File: config.mk
export PLATFORM = sky130hd
export DESIGN_NAME = pipe_emw_track
export DESIGN_NICKNAME = d
export VERILOG_FILES = /design/src/rtl/pipe_pkg.sv /design/src/rtl/pipe_stage_reg.sv /design/src/rtl/pipe_emw_track.sv
export SDC_FILE = /design/constraint.sdc
export NUM_CORES = 1
export LEC_CHECK = 0
export CAP_MARGIN = 10
export CORE_MARGIN = 1
export CORE_UTILIZATION = 26
export CTS_BUF_LIST = sky130_fd_sc_hd__clkbuf_2 sky130_fd_sc_hd__clkbuf_4 sky130_fd_sc_hd__clkbuf_8
export CTS_CLUSTER_DIAMETER = 120
export CTS_CLUSTER_SIZE = 40
export DETAILED_ROUTE_END_ITERATION = 6
export DONT_BUFFER_PORTS = 1
export GPL_TIMING_DRIVEN = 0
export MAX_ROUTING_LAYER = met4
export PLACE_DENSITY = 0.46
export SLEW_MARGIN = 20
export SYNTH_ARGS = -nofsm -noshare
export SYNTH_HDL_FRONTEND = slang
export SYNTH_HIERARCHICAL = 1
export SYNTH_SLANG_ARGS = --single-unit
File: constraint.sdc
create_clock -name clock -period 3.7 [get_ports clock]
set_input_delay 0.74 -clock clock [delete_from_list [all_inputs] [get_ports clock]]
set_output_delay 0.74 -clock clock [all_outputs]
set_load 0.03 [all_outputs]
File: src/rtl/pipe_pkg.sv
// Shared widths, forward-select encodings and stage payloads for the E/M/W
// pipeline-register tracker.
package pipe_pkg;

    localparam int unsigned DW = 32;
    localparam int unsigned RA = 5;

    localparam logic [RA-1:0] JAL_REG = 5'd31;

    localparam logic [1:0] FWD_QA   = 2'b00;
    localparam logic [1:0] FWD_EALU = 2'b01;
    localparam logic [1:0] FWD_MALU = 2'b10;
    localparam logic [1:0] FWD_MMO  = 2'b11;

    typedef struct packed {
        logic          wreg;
        logic          m2reg;
        logic          wmem;
        logic          jal;
        logic [RA-1:0] rn;
        logic [DW-1:0] pc4;
    } e_stage_t;

    typedef struct packed {
        logic          wreg;
        logic          m2reg;
        logic          wmem;
        logic [RA-1:0] rn;
        logic [DW-1:0] alu;
    } m_stage_t;

    typedef struct packed {
        logic          wreg;
        logic          m2reg;
        logic [RA-1:0] rn;
        logic [DW-1:0] mo;
        logic [DW-1:0] alu;
    } w_stage_t;

    // Four-way operand forward mux shared by both ID-stage operands.
    function automatic logic [DW-1:0] fwd_mux(
        input logic [1:0]    sel,
        input logic [DW-1:0] rf,
        input logic [DW-1:0] ealu,
        input logic [DW-1:0] malu,
        input logic [DW-1:0] mmo
    );
        logic [DW-1:0] r;
        r = rf;
        case (sel)
            FWD_EALU: r = ealu;
            FWD_MALU: r = malu;
            FWD_MMO:  r = mmo;
            default:  r = rf;
        endcase
        return r;
    endfunction

endpackage

File: src/rtl/pipe_stage_reg.sv
// Generic pipeline boundary register: async active-low clear, synchronous enable.
module pipe_stage_reg #(
    parameter int unsigned W = 1
) (
    input  logic         clk_i,
    input  logic         rst_ni,
    input  logic         en_i,
    input  logic [W-1:0] d_i,
    output logic [W-1:0] q_o
);

    always_ff @(posedge clk_i or negedge rst_ni) begin
        if (!rst_ni) begin
            q_o <= '0;
        end else if (en_i) begin
            q_o <= d_i;
        end
    end

endmodule

File: src/rtl/pipe_emw_track.sv
// D->E, E->M, M->W destination/write-control pipeline registers, hazard status
// for the control unit, and the forwarded ID-stage operands.
module pipe_emw_track
    import pipe_pkg::*;
(
    input  logic          clock,
    input  logic          resetn,
    input  logic          wpcir,
    input  logic          dwreg,
    input  logic          dm2reg,
    input  logic          dwmem,
    input  logic          djal,
    input  logic          dregrt,
    input  logic [RA-1:0] drs,
    input  logic [RA-1:0] drt,
    input  logic [RA-1:0] drd,
    input  logic [DW-1:0] dpc4,
    input  logic [DW-1:0] qa,
    input  logic [DW-1:0] qb,
    input  logic [1:0]    fwda,
    input  logic [1:0]    fwdb,
    input  logic [DW-1:0] ealu,
    input  logic [DW-1:0] mmo,
    output logic [DW-1:0] da,
    output logic [DW-1:0] db,
    output logic          ewreg,
    output logic          em2reg,
    output logic          ewmem,
    output logic [RA-1:0] ern,
    output logic [DW-1:0] eres,
    output logic          mwreg,
    output logic          mm2reg,
    output logic          mwmem,
    output logic [RA-1:0] mrn,
    output logic [DW-1:0] malu,
    output logic          wwreg,
    output logic [RA-1:0] wrn,
    output logic [DW-1:0] wdi
);

    e_stage_t e_d, e_q;
    m_stage_t m_d, m_q;
    w_stage_t w_d, w_q;

    // rs is carried only for trace; keep it visibly consumed.
    logic unused_drs;
    assign unused_drs = ^drs;

    // D-stage capture; a load-use stall injects a bubble into E.
    always_comb begin
        e_d = '0;
        if (wpcir) begin
            e_d.wreg  = dwreg;
            e_d.m2reg = dm2reg;
            e_d.wmem  = dwmem;
            e_d.jal   = djal;
            e_d.rn    = djal ? JAL_REG : (dregrt ? drt : drd);
            e_d.pc4   = dpc4;
        end
    end

    assign eres = e_q.jal ? (e_q.pc4 + DW'(4)) : ealu;

    always_comb begin
        m_d       = '0;
        m_d.wreg  = e_q.wreg;
        m_d.m2reg = e_q.m2reg;
        m_d.wmem  = e_q.wmem;
        m_d.rn    = e_q.rn;
        m_d.alu   = eres;
    end

    always_comb begin
        w_d       = '0;
        w_d.wreg  = m_q.wreg;
        w_d.m2reg = m_q.m2reg;
        w_d.rn    = m_q.rn;
        w_d.mo    = mmo;
        w_d.alu   = m_q.alu;
    end

    pipe_stage_reg #(.W($bits(e_stage_t))) u_e_reg (
        .clk_i (clock),
        .rst_ni(resetn),
        .en_i  (1'b1),
        .d_i   (e_d),
        .q_o   (e_q)
    );

    pipe_stage_reg #(.W($bits(m_stage_t))) u_m_reg (
        .clk_i (clock),
        .rst_ni(resetn),
        .en_i  (1'b1),
        .d_i   (m_d),
        .q_o   (m_q)
    );

    pipe_stage_reg #(.W($bits(w_stage_t))) u_w_reg (
        .clk_i (clock),
        .rst_ni(resetn),
        .en_i  (1'b1),
        .d_i   (w_d),
        .q_o   (w_q)
    );

    assign ewreg  = e_q.wreg;
    assign em2reg = e_q.m2reg;
    assign ewmem  = e_q.wmem;
    assign ern    = e_q.rn;

    assign mwreg  = m_q.wreg;
    assign mm2reg = m_q.m2reg;
    assign mwmem  = m_q.wmem;
    assign mrn    = m_q.rn;
    assign malu   = m_q.alu;

    // r0 is hardwired zero, so a write to it never reaches the register file.
    assign wwreg  = w_q.wreg & (w_q.rn != '0);
    assign wrn    = w_q.rn;
    assign wdi    = w_q.m2reg ? w_q.mo : w_q.alu;

    assign da = fwd_mux(fwda, qa, ealu, malu, mmo);
    assign db = fwd_mux(fwdb, qb, ealu, malu, mmo);

endmodule

==> After elaboration in Yosys (flattened, before gate mapping) <==
Index checks and enable logic that the tools add are counted.
{ "classes": {"n_addsub": 1, "multipliers": 0, "div": 0, "n_lt_le_gt_ge": 0, "n_eq_ne": 6, "n_shift": 0, "muxes": 7, "n_bitwise": 1, "n_reduce_logical": 1} }
{ "ops": {"columns": ["op", "count"], "rows": [
  ["$pmux W32 S3", 2],
  ["$mux W32", 2],
  ["$mux W41", 1],
  ["$add A32 B3 Y32 const B", 1],
  ["$mux W5", 2],
  ["$eq A2 B2 Y1 const B", 4],
  ["$reduce_bool A5 Y1", 1],
  ["$eq A2 B1 Y1 const B", 2],
  ["$and A1 B1 Y1", 1]
]} }
{ "totals": {"ff_bits": 152, "latchBits": 0, "mem_bits_rw": 0, "romBits": 0, "inputBits": 187, "out_inout_bits": 182, "wordCells": 19, "mem_count": 0} }

==> Depth between registers and ports, before layout <==
{ "logic_depth": {"word_depth": 3, "depth_mapped": 7} }

==> Modules after synthesis <==
Netlist, hierarchy kept.
{ "modules_own_cells": {"columns": ["module", "instances", "cells_each", "area_each_um2", "seq_area_each_um2"], "rows": [
  ["pipe_emw_track", 1, 335, 3236.9, 0.0],
  ["pipe_stage_reg at u_w_reg", 1, 150, 2990.4, 1776.7],
  ["pipe_stage_reg at u_e_reg", 1, 87, 1729.2, 1026.0],
  ["pipe_stage_reg at u_m_reg", 1, 84, 1496.4, 1001.0]
]} }

==> Worst setup path after synthesis <==
Ideal clock, no wire load.
{ "synth_path": {"path_kind": "register to output", "start": "register u_e_reg.q_o[2]", "end": "output eres[30]", "arrival_time_ns": 2.344, "t_required_ns": 2.960, "setup_slack_ns": 0.616, "path_stages_with_launch": 7, "path_buffers": 1, "path_cell_list": "dfrtp_1 -> ha_1 -> nand4_2 -> or3_1 -> clkbuf_1 -> or4_1 -> a31oi_1"} }
{ "synth_between": {"elab_chain_len": 2} }
{ "synth_rtl": {"columns": ["item", "line_no", "text"], "rows": [
  ["start, declared", "pipe_stage_reg.sv:9", "output logic [W-1:0] q_o"],
  ["start signal, assigned", "pipe_stage_reg.sv:16", "q_o <= d_i;"],
  ["$add A32 B3 Y32", "pipe_emw_track.sv:62", "assign eres = e_q.jal ? (e_q.pc4 + DW'(4)) : ealu;"],
  ["$mux W32", "pipe_emw_track.sv:62", null],
  ["end, declared", "pipe_emw_track.sv:30", "output logic [DW-1:0] eres,"]
]} }
No other way between the ends.

==> Worst setup path after layout <==
{ "layout_path": {"start": "register u_e_reg.q_o[4]", "end": "output eres[23]"} }
Same word-level chain as after synthesis.

==> metrics.md <==
| Metric | Value |
|---|---|
| Status | `complete, but fails checks` |
| Failing checks | `design-rule violations, negative hold slack` |
| Root buffer cell | `clkbuf_8` |
| XOR/XNOR Fraction of Synth Area | `0.0111` |
| Final core occ | `0.300` |
| Sequential element share of the synthesized area | `0.402` |
| Layout cells sized above 1 | `0.491` |
| Flops & latches, synth | `152` |
| HPWL after DPL | `approximately 26,000 um` |
| Routability congestion estimate from global placement | `approximately 0.80` |
| Multiplexer share of the synthesized area | `0.425` |
| Worst r2r src | `u_e_reg/q_o[4]` |
| GRT Overall Usage | `0.182` |
| Crit path from | `u_e_reg/q_o[4]` |
| P per Cell Area | `500 nW/um^2` |
| Ys flop type | `dfrtp_1` |
| Synth warn | `6` |
| Die footprint | `about 37,000 um^2` |
| Post-route clock period utilization | `0.964` |
| Leak | `~4.3 nW` |
| Die H | `about 190 um` |
| Crit path DAT | `approximately 2.8 ns` |
| DRC Markers | `about 110` |
| Max-slew violation count | `0` |
| Synth unique cells | `38` |
| P&R area growth vs syn | `13.0%` |
| Synth Cell Area | `approximately 9500 um^2` |
| Worst hold margin | `-0.0120 ns` |
| Clk pin slew, worst setup/hold paths | `about 0.080 ns` |
| CP Launch Type | `flip-flop` |
| Largest net degree at the start of global routing | `between 150 and 200` |
| Post-Synth Adder-Cell Area | `0.00132` |
| CP Class | `reg2out` |
| TritonCTS Buffers | `17` |
| CP max FO | `9` |
| H-tree Lvls | `4` |
| Synth async-reset ratio | `1.00` |
| DRT iter0 DRCs | `roughly 240` |
| Max-slew headroom | `0.214` |
| Vias in the first global route | `approximately 6,000` |
| VDD IR-drop max | `between 0.2 and 0.25 mV` |
| I/O pin count | `about 370` |
| Total grt overflow | `0` |
| MaxCap Viol Count | `0` |
| Via count | `approximately 6,000` |
| RSZ-0062 raised after global routing | `true` |
| Via density | `just over 5` |
| Complex-gate fraction of the synthesized area | `0.0336` |
| Total power | `around 0.0053 W` |
| FMAX | `about 0.28 GHz` |
| Worst Setup End Kind | `primary output` |
| Number of synthesized flops with an enable pin | `0` |
| Post-route ant nets | `0` |
| Clock skew | `~0.016 ns` |
| Clock latency on the worst-skew pair | `roughly 0.47 ns` |
| Final min period | `roughly 3.6 ns` |
| Synth Area in Simple Gates | `0.0802` |
| Routed WL per cell | `around 28 um` |
| Slew @ Worst Pin | `approximately 1.2 ns` |
| Final setup TNS | `0 ns` |
| Routed WL | `33,000 um` |
| CTS tree | `yes` |
| First-pass GRT wire length | `around 46,000 um` |
| Main combinational cell family by area after synthesis | `multiplexers` |
| Initial antenna violation count | `12` |
| Die width | `about 190 um` |
| Endpoints failing hold | `25` |
| Synthesized instance count | `around 660` |
| Router iterations before antenna repair | `6` |
| CTS sink count | `152` |
| Syn Area/Cell | `~14 um^2` |
| Num rows | `between 60 and 70` |
| Starting Density | `0.265` |
| Final net count | `about 870` |
| Core Box Area | `~36,000 um^2` |
| Min-delay worst type | `in2async` |
| CP Data Required Time | `between 2 and 3 ns` |
| Number of port buffers | `0` |
| Final setup viols | `0` |
| Clk buf depth | `2` |
repair_timing:
action                                  CTS  global route
endpoints found under the setup margin   21             8
pin swaps                                 2             1
resized for setup                        21             6
endpoints found under the hold margin   152           152
setup buffers                             0             1
critical path, stage by stage (launching register included):
cell,delay [ns]
dfrtp_1,0.46
and4_1,0.31
nand3_1,0.31
or4_1,0.56
a31oi_1,0.72
metrics by stage:
step                      area, um^2  setup WS [ns]  cells
after global placement         10000         0.0969   1122
after floorplan                 9470          0.616    661
after global routing           10700        -0.0505   1167
after detailed placement       10000          0.109   1122
final                          10700          0.133   1168
after CTS                      10600         0.0126   1154
flip-flops by register name, indices dropped and copies added, names as in the netlist:
| signal | cells |
|---|---|
| u_e_reg/q_o | 41 |
| u_w_reg/q_o | 71 |
| u_m_reg/q_o | 40 |
layer usage:
metal	track usage	wire length (um)	up-vias
met1	0.232	14200	3102
li1	-	-	2580
met5	-	0	-
met4	0.0418	313	0
met2	0.283	15900	261
met3	0.0556	2560	13
power by group:
group / leakage, nW / switching, W / internal, W / total (W)
sequential: 1.83 / 0.000440 / 0.00189 / 0.00233
clock: 0.213 / 0.000669 / 0.000776 / 0.00144
combinational: 2.23 / 0.000912 / 0.000654 / 0.00157
total: 4.28 / 0.00202 / 0.00332 / 0.00534
synth_stat cells (4+ instances only):
master	count	area share
nand3_1	13	0.0069
buf_1	6	0.0024
xor2_1	5	0.0046
buf_12	11	0.023
and2_1	36	0.024
mux2_4	110	0.17
nor2_1	30	0.012
or3_1	4	0.0026
dfrtp_1	152	0.40
mux2_2	82	0.098
o31ai_1	12	0.0095
or4_1	13	0.010
nand4_1	9	0.0060
xnor2_1	7	0.0065
o21a_1	6	0.0048
buf_2	7	0.0037
buf_6	6	0.0071
nand2_1	7	0.0028
and3_1	4	0.0026
mux4_2	64	0.15
a21oi_1	13	0.0069
clkbuf_1	20	0.0079
a31oi_1	15	0.0099
cells by family after synthesis:
kind of cell               count (synthesis)
AOI/OAI and AO/OA                         50
xor gates and xnor gates                  12
adders and majority gates                  1
buffers and inverters                     53
DFF                                      152
muxes                                    256
other                                      1
and+or+nand+nor                          131
cell usage in the layout (no fill, tap or decap), types with 4 or more instances in the layout:
cell	instances
dfrtp_1	151
buf_2	9
nor2_1	30
o31ai_1	12
xor2_1	5
mux2_4	110
a21oi_1	13
buf_6	6
conb_1	6
mux4_2	64
nand4_1	9
or4_1	13
and3_1	4
nand2_1	7
clkbuf_1	17
clkinvlp_4	4
bufinv_16	4
diode_2	13
and2_1	36
clkbuf_8	18
o21a_1	6
nand3_1	13
a31oi_2	8
buf_1	5
a31oi_4	6
mux2_2	82
xnor2_1	7
buf_12	11
path summary, 6_finish.rpt:
kind / cells after the start / endpoint / slack, ns
worst max-delay path: 4 / eres[23] / 0.13
worst min-delay path: 0 / u_w_reg/q_o[64] / -0.01
worst max register to register: 6 / u_m_reg/q_o[31] / 0.89
worst min register to register: 1 / u_w_reg/q_o[65] / 0.78
max in group asynchronous: 0 / u_w_reg/q_o[43] / 3.38
min in group clock: 1 / u_w_reg/q_o[54] / 0.41
final cells by class:
type | count | area [um^2]
well taps | 461 | 577
repair buffers | 1 | 7.51
clock buffers | 21 | 270
fillers | 3610 | 25000
inverters | 2 | 7.51
clock inverters | 11 | 173
diodes | 13 | 32.5
plain buffers | 51 | 433
multi-input cells | 456 | 5380
flip-flops and latches | 152 | 3800
Power figures use the tool's default switching activity.
